[src/rtl/bit_sync_filt.sv]
// Multi-channel bit synchroniser with per-channel stability filter and
// registered edge detection. Each bit of the bus is an independent channel;
// the bus is never treated as a coherent word.
module bit_sync_filt #(
    parameter int unsigned          BUS_WIDTH   = 1,
    parameter int unsigned          NUM_STAGES  = 2,
    parameter int unsigned          FILT_CYCLES = 4,
    parameter logic [BUS_WIDTH-1:0] RST_VAL     = {BUS_WIDTH{1'b0}}
) (
    input  logic                 clk,
    input  logic                 rst,
    input  logic                 en,
    input  logic [BUS_WIDTH-1:0] async,
    output logic [BUS_WIDTH-1:0] sync,
    output logic [BUS_WIDTH-1:0] rise,
    output logic [BUS_WIDTH-1:0] fall,
    output logic                 any_edge
);

    localparam int unsigned CNT_W = (FILT_CYCLES > 1) ? $clog2(FILT_CYCLES) : 1;
    localparam logic [CNT_W-1:0] CNT_LAST = CNT_W'(FILT_CYCLES - 1);

    if (NUM_STAGES < 2) begin : g_bad_stages
        $error("bit_sync_filt: NUM_STAGES must be 2 or more");
    end
    if (FILT_CYCLES < 1) begin : g_bad_filt
        $error("bit_sync_filt: FILT_CYCLES must be 1 or more");
    end

    logic [BUS_WIDTH-1:0] stage_q [NUM_STAGES];
    logic [BUS_WIDTH-1:0] raw;

    logic [CNT_W-1:0]     cnt_q [BUS_WIDTH];
    logic [CNT_W-1:0]     cnt_d [BUS_WIDTH];
    logic [BUS_WIDTH-1:0] sync_q, sync_d;
    logic [BUS_WIDTH-1:0] rise_q, rise_d;
    logic [BUS_WIDTH-1:0] fall_q, fall_d;

    // Plain shift chain with no logic between stages; shifts regardless of en.
    always_ff @(posedge clk) begin
        if (rst) begin
            for (int unsigned k = 0; k < NUM_STAGES; k++) begin
                stage_q[k] <= RST_VAL;
            end
        end else begin
            stage_q[0] <= async;
            for (int unsigned k = 1; k < NUM_STAGES; k++) begin
                stage_q[k] <= stage_q[k-1];
            end
        end
    end

    assign raw = stage_q[NUM_STAGES-1];

    // Filter next-state: a level is accepted only after FILT_CYCLES
    // consecutive differing samples; any matching sample clears the count.
    always_comb begin
        sync_d = sync_q;
        rise_d = '0;
        fall_d = '0;
        for (int unsigned i = 0; i < BUS_WIDTH; i++) begin
            cnt_d[i] = cnt_q[i];
            if (en) begin
                if (raw[i] == sync_q[i]) begin
                    cnt_d[i] = '0;
                end else if (cnt_q[i] == CNT_LAST) begin
                    sync_d[i] = raw[i];
                    cnt_d[i]  = '0;
                    rise_d[i] = raw[i];
                    fall_d[i] = ~raw[i];
                end else begin
                    cnt_d[i] = cnt_q[i] + CNT_W'(1);
                end
            end
        end
    end

    // Filter state and registered edge pulses; reset discards any count.
    always_ff @(posedge clk) begin
        if (rst) begin
            sync_q <= RST_VAL;
            rise_q <= '0;
            fall_q <= '0;
            for (int unsigned i = 0; i < BUS_WIDTH; i++) begin
                cnt_q[i] <= '0;
            end
        end else begin
            sync_q <= sync_d;
            rise_q <= rise_d;
            fall_q <= fall_d;
            for (int unsigned i = 0; i < BUS_WIDTH; i++) begin
                cnt_q[i] <= cnt_d[i];
            end
        end
    end

    assign sync     = sync_q;
    assign rise     = rise_q;
    assign fall     = fall_q;
    assign any_edge = |(rise_q | fall_q);

endmodule

[config.mk]
export PLATFORM = sky130hd
export DESIGN_NAME = bit_sync_filt
export DESIGN_NICKNAME = d
export VERILOG_FILES = /design/src/rtl/bit_sync_filt.sv
export SDC_FILE = /design/constraint.sdc
export NUM_CORES = 1
export LEC_CHECK = 0
export CORE_AREA = 2 2 39 41
export DETAILED_ROUTE_END_ITERATION = 7
export DIE_AREA = 0 0 41 43
export GPL_TIMING_DRIVEN = 0
export PLACE_DENSITY_LB_ADDON = 0.2
export SLEW_MARGIN = 20
export SYNTH_ARGS = -nofsm -noshare
export SYNTH_HDL_FRONTEND = slang
export SYNTH_SLANG_ARGS = --single-unit
export TNS_END_PERCENT = 100
[constraint.sdc]
create_clock -name clk -period 1.2 [get_ports clk]
set_input_delay 0.24 -clock clk [delete_from_list [all_inputs] [get_ports clk]]
set_output_delay 0.24 -clock clk [all_outputs]
set_load 0.005 [all_outputs]
== Word-level counts from Yosys, hierarchy flattened ==
Memories as Yosys holds them, arrays and structs flattened.
Index checks and enable logic that the tools add are counted.
Storage, ports and cells
  output and inout port bits: 4
  memories: 2
  bits in writable memories: 4
  flip-flop bits (word level): 3
Memory list
  cnt_q: depth 1, width 2, rd ports 1, clocked after Yosys merged registers in 0, write ports 1, line 33  | logic [CNT_W-1:0] cnt_q [BUS_WIDTH];
  stage_q: depth 2, width 1, rd ports 2, clocked after Yosys merged registers in 0, write ports 2, line 30  | logic [BUS_WIDTH-1:0] stage_q [NUM_STAGES];
Cells by class
  mux-type cells: 10
  reductions and logical operators: 3
  bitwise logic cells: 7
  add/subtract/negate cells: 1
  equal/unequal tests: 2
Operator list (number)
  $mux 2: 4
  $mux 1: 6
  $not 1->1: 4
  $reduce_or 4->1: 1
  $or 1x1->1: 3
  $reduce_and 3->1: 1
  $add 2x1->2 const B: 1
  $eq 2x2->1 const B: 1
  $reduce_or 2->1: 1
  $eq 1x1->1: 1

== Longest topological paths before layout ==
Gate-level depths: netlist of the first run.
  word-level depth: 5
  depth in mapped cells: 3
  gate-level depth less buffers: 3

== Worst setup path after synthesis of the first run ==
Ideal clock, no wire load.
  path type: reg2reg
  start point: memory cnt_q[0][0] (netlist bit)
  end point: memory cnt_q[0][0] (netlist bit)
  arrival time: 1.101 ns
  data required time: 1.108 ns
  cell stages (with the launch flop): 4
  path slack: 0.007 ns
  setup time: 0.092 ns
  period minus slack after synthesis: 1.193 ns
  path through: dfxtp_1 > ha_1 > or4b_1 > o32ai_1
RTL lines (line)
  from (decl): 33

==> results of run 1 <==
cell usage in the layout, fill, tap and decap left out, types with 2 or more instances in the layout:
cell | synthesis | layout
nor4b_1 | 2 | 2
dfxtp_1 | 7 | 4
clkbuf_4 | 0 | 3
nor2b_1 | 2 | 2
inv_1 | 2 | 2
dfxtp_2 | 0 | 3
dlygate4sd2_1 | 0 | 5
metrics by stage:
stage / hold slack (ns) / util [%] / std cells / worst slack [ns] / total power [mW]
6_report: 0.439 / 29.2 / 52 / 0.0230 / 0.476
5_1_grt: 0.458 / 29.2 / 52 / -0.0168 / 0.496
4_1_cts: 0.448 / 27.8 / 52 / -0.0695 / 0.479
3_5_place_dp: 0.430 / 25.6 / 47 / -0.343 / 0.269
3_3_place_gp: 0.435 / 25.6 / 47 / -0.277 / 0.267
2_1_floorplan: 0.309 / - / 24 / 0.00690 / 0.251
what timing repair did:
item / in CTS / in global routing
resized for setup: 9 / 6
buffers inserted: 1 / 0
cloned: 0 / 0
pin swaps: 1 / 0
endpoints found under the setup margin: 5 / 3
hold buffers: 0 / 0
final cells by class:
cell class              count  area (um2)
inverters                   2        7.51
fillers                   153         980
well taps                  16        20.0
repair buffers              8        66.3
flip-flops and latches      7         144
multi-input cells          15         140
clock buffers               4        26.3
flip-flops by register name, indices dropped and copies added (netlist names):
name     cells
cnt_q        2
rise         1
fall         1
stage_q      2
sync         1
metal layers:
metal  up-vias  part of all wire (%)  track usage [%]
li1        113                     -                -
met1       104                    39             8.41
met2         6                    53             10.3
met3         2                   6.2             3.14
met4         0                   1.5             10.0
met5         -                     0                0
cells by family (layout without fill, tap and decap cells):
| group | Yosys count | in the layout | synth area share [%] |
|---|---|---|---|
| and+or+nand+nor | 9 | 9 | 23.7 |
| DFF | 7 | 7 | 53.1 |
| AOI/OAI and AO/OA | 4 | 4 | 12.3 |
| buffers and inverters | 2 | 14 | 2.84 |
| adders and majority gates | 1 | 1 | 4.74 |
| xor gates and xnor gates | 1 | 1 | 3.32 |
worst max-delay path: stages (launching register included):
cell and delay (ns):
dfxtp_2 0.33, ha_4 0.15, or4b_4 0.51, o32ai_2 0.09
worst min-delay path by stage:
stage	end	slack, ns	depth (start not counted)
final	stage_q[0][1]	0.44	1
after floorplan	sync	0.31	1
after global routing	stage_q[0][1]	0.46	1
after CTS	stage_q[0][1]	0.45	1
after global placement	stage_q[0][1]	0.44	1
after detailed placement	stage_q[0][1]	0.43	1
power by group:
| part | switching [mW] | leakage [nW] | internal [mW] | total (mW) |
|---|---|---|---|---|
| clock | 0.0832 | 0.0150 | 0.127 | 0.210 |
| sequential | 0.00290 | 0.0584 | 0.237 | 0.240 |
| combinational | 0.0116 | 0.0848 | 0.0143 | 0.0259 |
synth_stat cells:
library cell / n / area, um2
a21oi_1: 1 / 5.00
ha_1: 1 / 12.5
or2_2: 1 / 6.26
xnor2_1: 1 / 8.76
nor2b_1: 2 / 12.5
inv_1: 2 / 7.51
a21bo_2: 1 / 10.0
nand3b_1: 1 / 7.51
nor4b_1: 2 / 17.5
dfxtp_1: 7 / 140
or4b_1: 1 / 10.0
nand2_1: 1 / 3.75
nand3_1: 1 / 5.00
o32ai_1: 2 / 17.5
==> results.py, run 1 <==
metrics = {
    "run_status": {
        "status": "finished clean",
    },
    "place": {
        "io_buffers": 7,
        "dp_hpwl_um": 357,
        "post_dp_cell_area_um2": 354,
        "place_congestion": 0.645,
    },
    "flow_run": {
        "drv_cap": 0,
    },
    "critical_path": {
        "reg2reg_depth": 3,
        "timing.rr.end": "cnt_q[0][0]",
        "worstPathMaxFanout": 3,
        "crit_arrival_ns": 1.33,
        "startpoint_type": "flop",
        "endpoint_kind": "flop",
        "cp.required_ns": 1.35,
        "endpoint": "cnt_q[0][0]",
        "r2r_slack_ns": 0.02,
        "regToRegStartpoint": "cnt_q[0][0]",
        "crit_type": "flop to flop",
        "crit_start": "cnt_q[0][0]",
    },
    "clock_network": {
        "cts_htree_levels": 1,
        "clkSlewWorstSetupHoldPaths_ns": 0.05,
        "clock_path_buffers": 2,
        "cts_sinks": 7,
        "clock-root-buffer": "clkbuf_4",
        "clk_latency_ns": 0.24,
        "cts_buffers": 3,
        "cts_tree": "done",
    },
    "sta": {
        "fin_crit_sh_pct": 98.1,
        "finalSetupTns_ns": 0,
        "rsz0062_at_grt": "true",
        "drv_slew": 0,
        "setup_viol": 0,
        "max_slew_margin_pct": 77.9,
        "fin_crit_ns": 1.18,
        "tightest_slew_ns": 0.331,
        "achievable-frequency_mhz": 850,
        "fin_skew_ns": 0.00129,
        "hold_viol": 0,
    },
    "layout": {
        "area_growth_syn_to_layout_pct": 53.1,
        "stdcell_area_um2": 404,
        "drive_gt1_share_pct": 36.1,
        "diodes": 0,
        "fin_nets": 42,
    },
    "global_routing": {
        "grt_util_all_layers_pct": 8.05,
        "grt_remaining_overflow": 0,
        "antenna_found_initial": 0,
        "grt_first_pass_wirelength_um": 862,
        "grt_pass1_vias": 203,
        "grt_max_degree": 10,
    },
    "synth": {
        "synth.distinct_cells": 14,
        "synth_nets": 29,
        "ys_warn_count": 0,
        "syn_area_per_cell_um2": 11.0,
        "ys_ff_latch": 7,
        "synth-seq-area-share_pct": 53.1,
        "syn_area_um2": 264,
        "syn_inst": 24,
    },
    "die": {
        "die-area_um2": 1760,
        "io_pins": 8,
        "rows": 14,
        "die_w_um": 41,
        "start_util_pct": 19.1,
        "die_h_um": 43,
        "core_um2": 1380,
    },
    "detailed_routing": {
        "vias": 225,
        "drtIter0Drc": 3,
        "wirelength_um": 534,
        "viasPerCell": 4.33,
        "drc": 0,
        "firstDrtPassIters": 2,
        "ant_nets": 0,
        "wl_per_cell_um": 10.3,
    },
    "pwr": {
        "powerDensity_nw_per_um2": 1180,
        "peakVddDrop_mv": 0.380,
        "leakage_nw": 0.158,
    },
    "worst_hold_path": {
        "min_from": "stage_q[0][0]",
        "worst_hold_path_type": "flop to flop",
    },
}
Power figures use the tool's default switching activity.
==> run 2, diff against run 1 <==
==> constraint.sdc (replaced) <==
create_clock -name clk -period 1.45 [get_ports clk]
set_input_delay 0.29 -clock clk [delete_from_list [all_inputs] [get_ports clk]]
set_output_delay 0.29 -clock clk [all_outputs]
set_load 0.005 [all_outputs]
==> run 2 against run 1 <==
  * Via count up 1.8%
  * Critical path depth decreased by 2
  * Die area stayed put
  * Critical path type is now flop to primary output
==> results.py, run 2 (synthesis results as in run 1) <==
metrics = {
    "sta": {
        "fin_skew_ns": 0.00188,
        "achievable-frequency_mhz": 717,
        "fin_crit_ns": 1.40,
        "rsz0062_at_grt": "false",
        "drv_slew": 0,
        "tightest_slew_ns": 0.311,
        "hold_viol": 0,
        "setup_viol": 0,
        "max_slew_margin_pct": 79.2,
        "fin_crit_sh_pct": 96.3,
        "worst_slack_ns": 0.0543,
    },
    "clock_network": {
        "cts_sinks": 7,
        "clkSlewWorstSetupHoldPaths_ns": 0.05,
        "cts_htree_levels": 1,
        "clock_path_buffers": 2,
        "clk_latency_ns": 0.24,
        "cts_buffers": 3,
        "cts_tree": "done",
        "clock-root-buffer": "clkbuf_4",
    },
    "critical_path": {
        "reg2reg_depth": 3,
        "startpoint_type": "flop",
        "worstPathMaxFanout": 5,
        "slowest_delay_ns": 0.50,
        "cp.depth": 1,
        "crit_slowest_cell": "clkdlybuf4s50_1",
        "regToRegStartpoint": "cnt_q[0][0]",
        "cp.required_ns": 1.16,
        "timing.rr.end": "cnt_q[0][0]",
        "r2r_slack_ns": 0.16,
        "critPathBufInv": 1,
        "crit_type": "flop to primary output",
        "endpoint": "sync",
        "crit_start": "sync",
        "crit_arrival_ns": 1.11,
        "critPathTopFamily": "buffers and inverters",
        "crit_chain": "clkdlybuf4s50_1",
        "endpoint_kind": "primary output",
    },
    "layout": {
        "multi_input_area_um2": 116,
        "fin_util_pct": 27.5,
        "num-fill-cells": 152,
        "diodes": 0,
        "seqCellArea_um2": 141,
        "stdcell_area_um2": 380,
        "area_growth_syn_to_layout_pct": 44.1,
        "drive_gt1_share_pct": 17.1,
        "layout_common_cells": "6 x dfxtp_1, 6 x clkdlybuf4s50_1, 3 x clkbuf_4",
        "fin_nets": 41,
        "largest_registers": "cnt_q: 2 flops, stage_q: 2 flops",
    },
    "place": {
        "io_buffers": 7,
        "post_dp_cell_area_um2": 354,
        "dp_hpwl_um": 357,
        "place_congestion": 0.645,
        "place_ws_ns": -0.143,
    },
    "die": {
        "die_h_um": 43,
        "start_util_pct": 19.1,
        "rows": 14,
        "io_pins": 8,
        "die_w_um": 41,
        "core_um2": 1380,
        "die-area_um2": 1760,
    },
    "global_routing": {
        "grt_util_all_layers_pct": 7.76,
        "grt_pass1_vias": 198,
        "antenna_found_initial": 0,
        "grt_first_pass_wirelength_um": 828,
        "grt_max_degree": 10,
        "grt_remaining_overflow": 0,
    },
    "pwr": {
        "peakVddDrop_mv": 0.365,
        "p_total_uw": 391,
        "leakage_nw": 0.138,
        "powerDensity_nw_per_um2": 1030,
    },
    "detailed_routing": {
        "firstDrtPassIters": 3,
        "vias": 229,
        "wirelength_um": 494,
        "drc": 0,
        "viasPerCell": 4.49,
        "wl_per_cell_um": 9.69,
        "ant_nets": 0,
        "drtIter0Drc": 6,
    },
    "flow_run": {
        "drv_cap": 0,
    },
    "run_status": {
        "status": "finished clean",
    },
    "worst_hold_path": {
        "worst_hold_path_type": "flop to flop",
    },
}
run 2: cell types whose count changed in the layout (fill, tap and decap cells not counted), moves of 2 or more:
cell	change
dlygate4sd2_1	-4
dfxtp_1	+2
dfxtp_2	-2
clkdlybuf4s50_1	+5
run 2: worst min path at each step:
stage	start	end	slack, ns	depth (start not counted)
after detailed placement	stage_q[0][0]	stage_q[0][1]	0.43	1
after CTS	stage_q[0][0]	stage_q[0][1]	0.45	1
after floorplan	rst	sync	0.36	1
final	stage_q[0][0]	stage_q[0][1]	0.44	1
after global placement	stage_q[0][0]	stage_q[0][1]	0.44	1
after global routing	stage_q[0][0]	stage_q[0][1]	0.46	1
run 2: layout make-up:
class                           instances  share of cell area, %
Sequential cell                         7                   37.2
Multi-Input combinational cell         15                   30.6
Timing Repair Buffer                    7                   18.1
Clock buffer                            4                   6.91
Tap cell                               16                   5.26
Inverter                                2                   1.97
run 2: repair_timing:
| item | 4_1_cts | 5_1_grt |
|---|---|---|
| setup buffers | 0 | 0 |
| hold buffers | 0 | 0 |
| endpoints found under the setup margin | 2 | 0 |
| resized for setup | 2 | 0 |
| endpoints found under the hold margin | 0 | 0 |
run 2: report_power, final:
| group | internal, mW | switching, mW | leakage, nW |
|---|---|---|---|
| logic | 0.0118 | 0.00850 | 0.0660 |
| clock network | 0.105 | 0.0680 | 0.0150 |
| registers | 0.196 | 0.00202 | 0.0574 |
run 2: layer usage:
metal	vias up	GRT usage, %	routed length (um)
met1	109	8.14	191
li1	112	-	-
met4	0	10.0	8
met5	-	0	0
met2	6	9.69	262
met3	2	3.14	31
run 2: stage by stage:
| stage | hold slack (ns) | cells | TNS, ns |
|---|---|---|---|
| 6_report | 0.439 | 51 | 0 |
| 4_1_cts | 0.448 | 51 | 0 |
| 5_1_grt | 0.459 | 51 | 0 |
| 3_5_place_dp | 0.430 | 47 | -0.143 |
| 3_3_place_gp | 0.435 | 47 | -0.0767 |
| 2_1_floorplan | 0.359 | 24 | 0 |
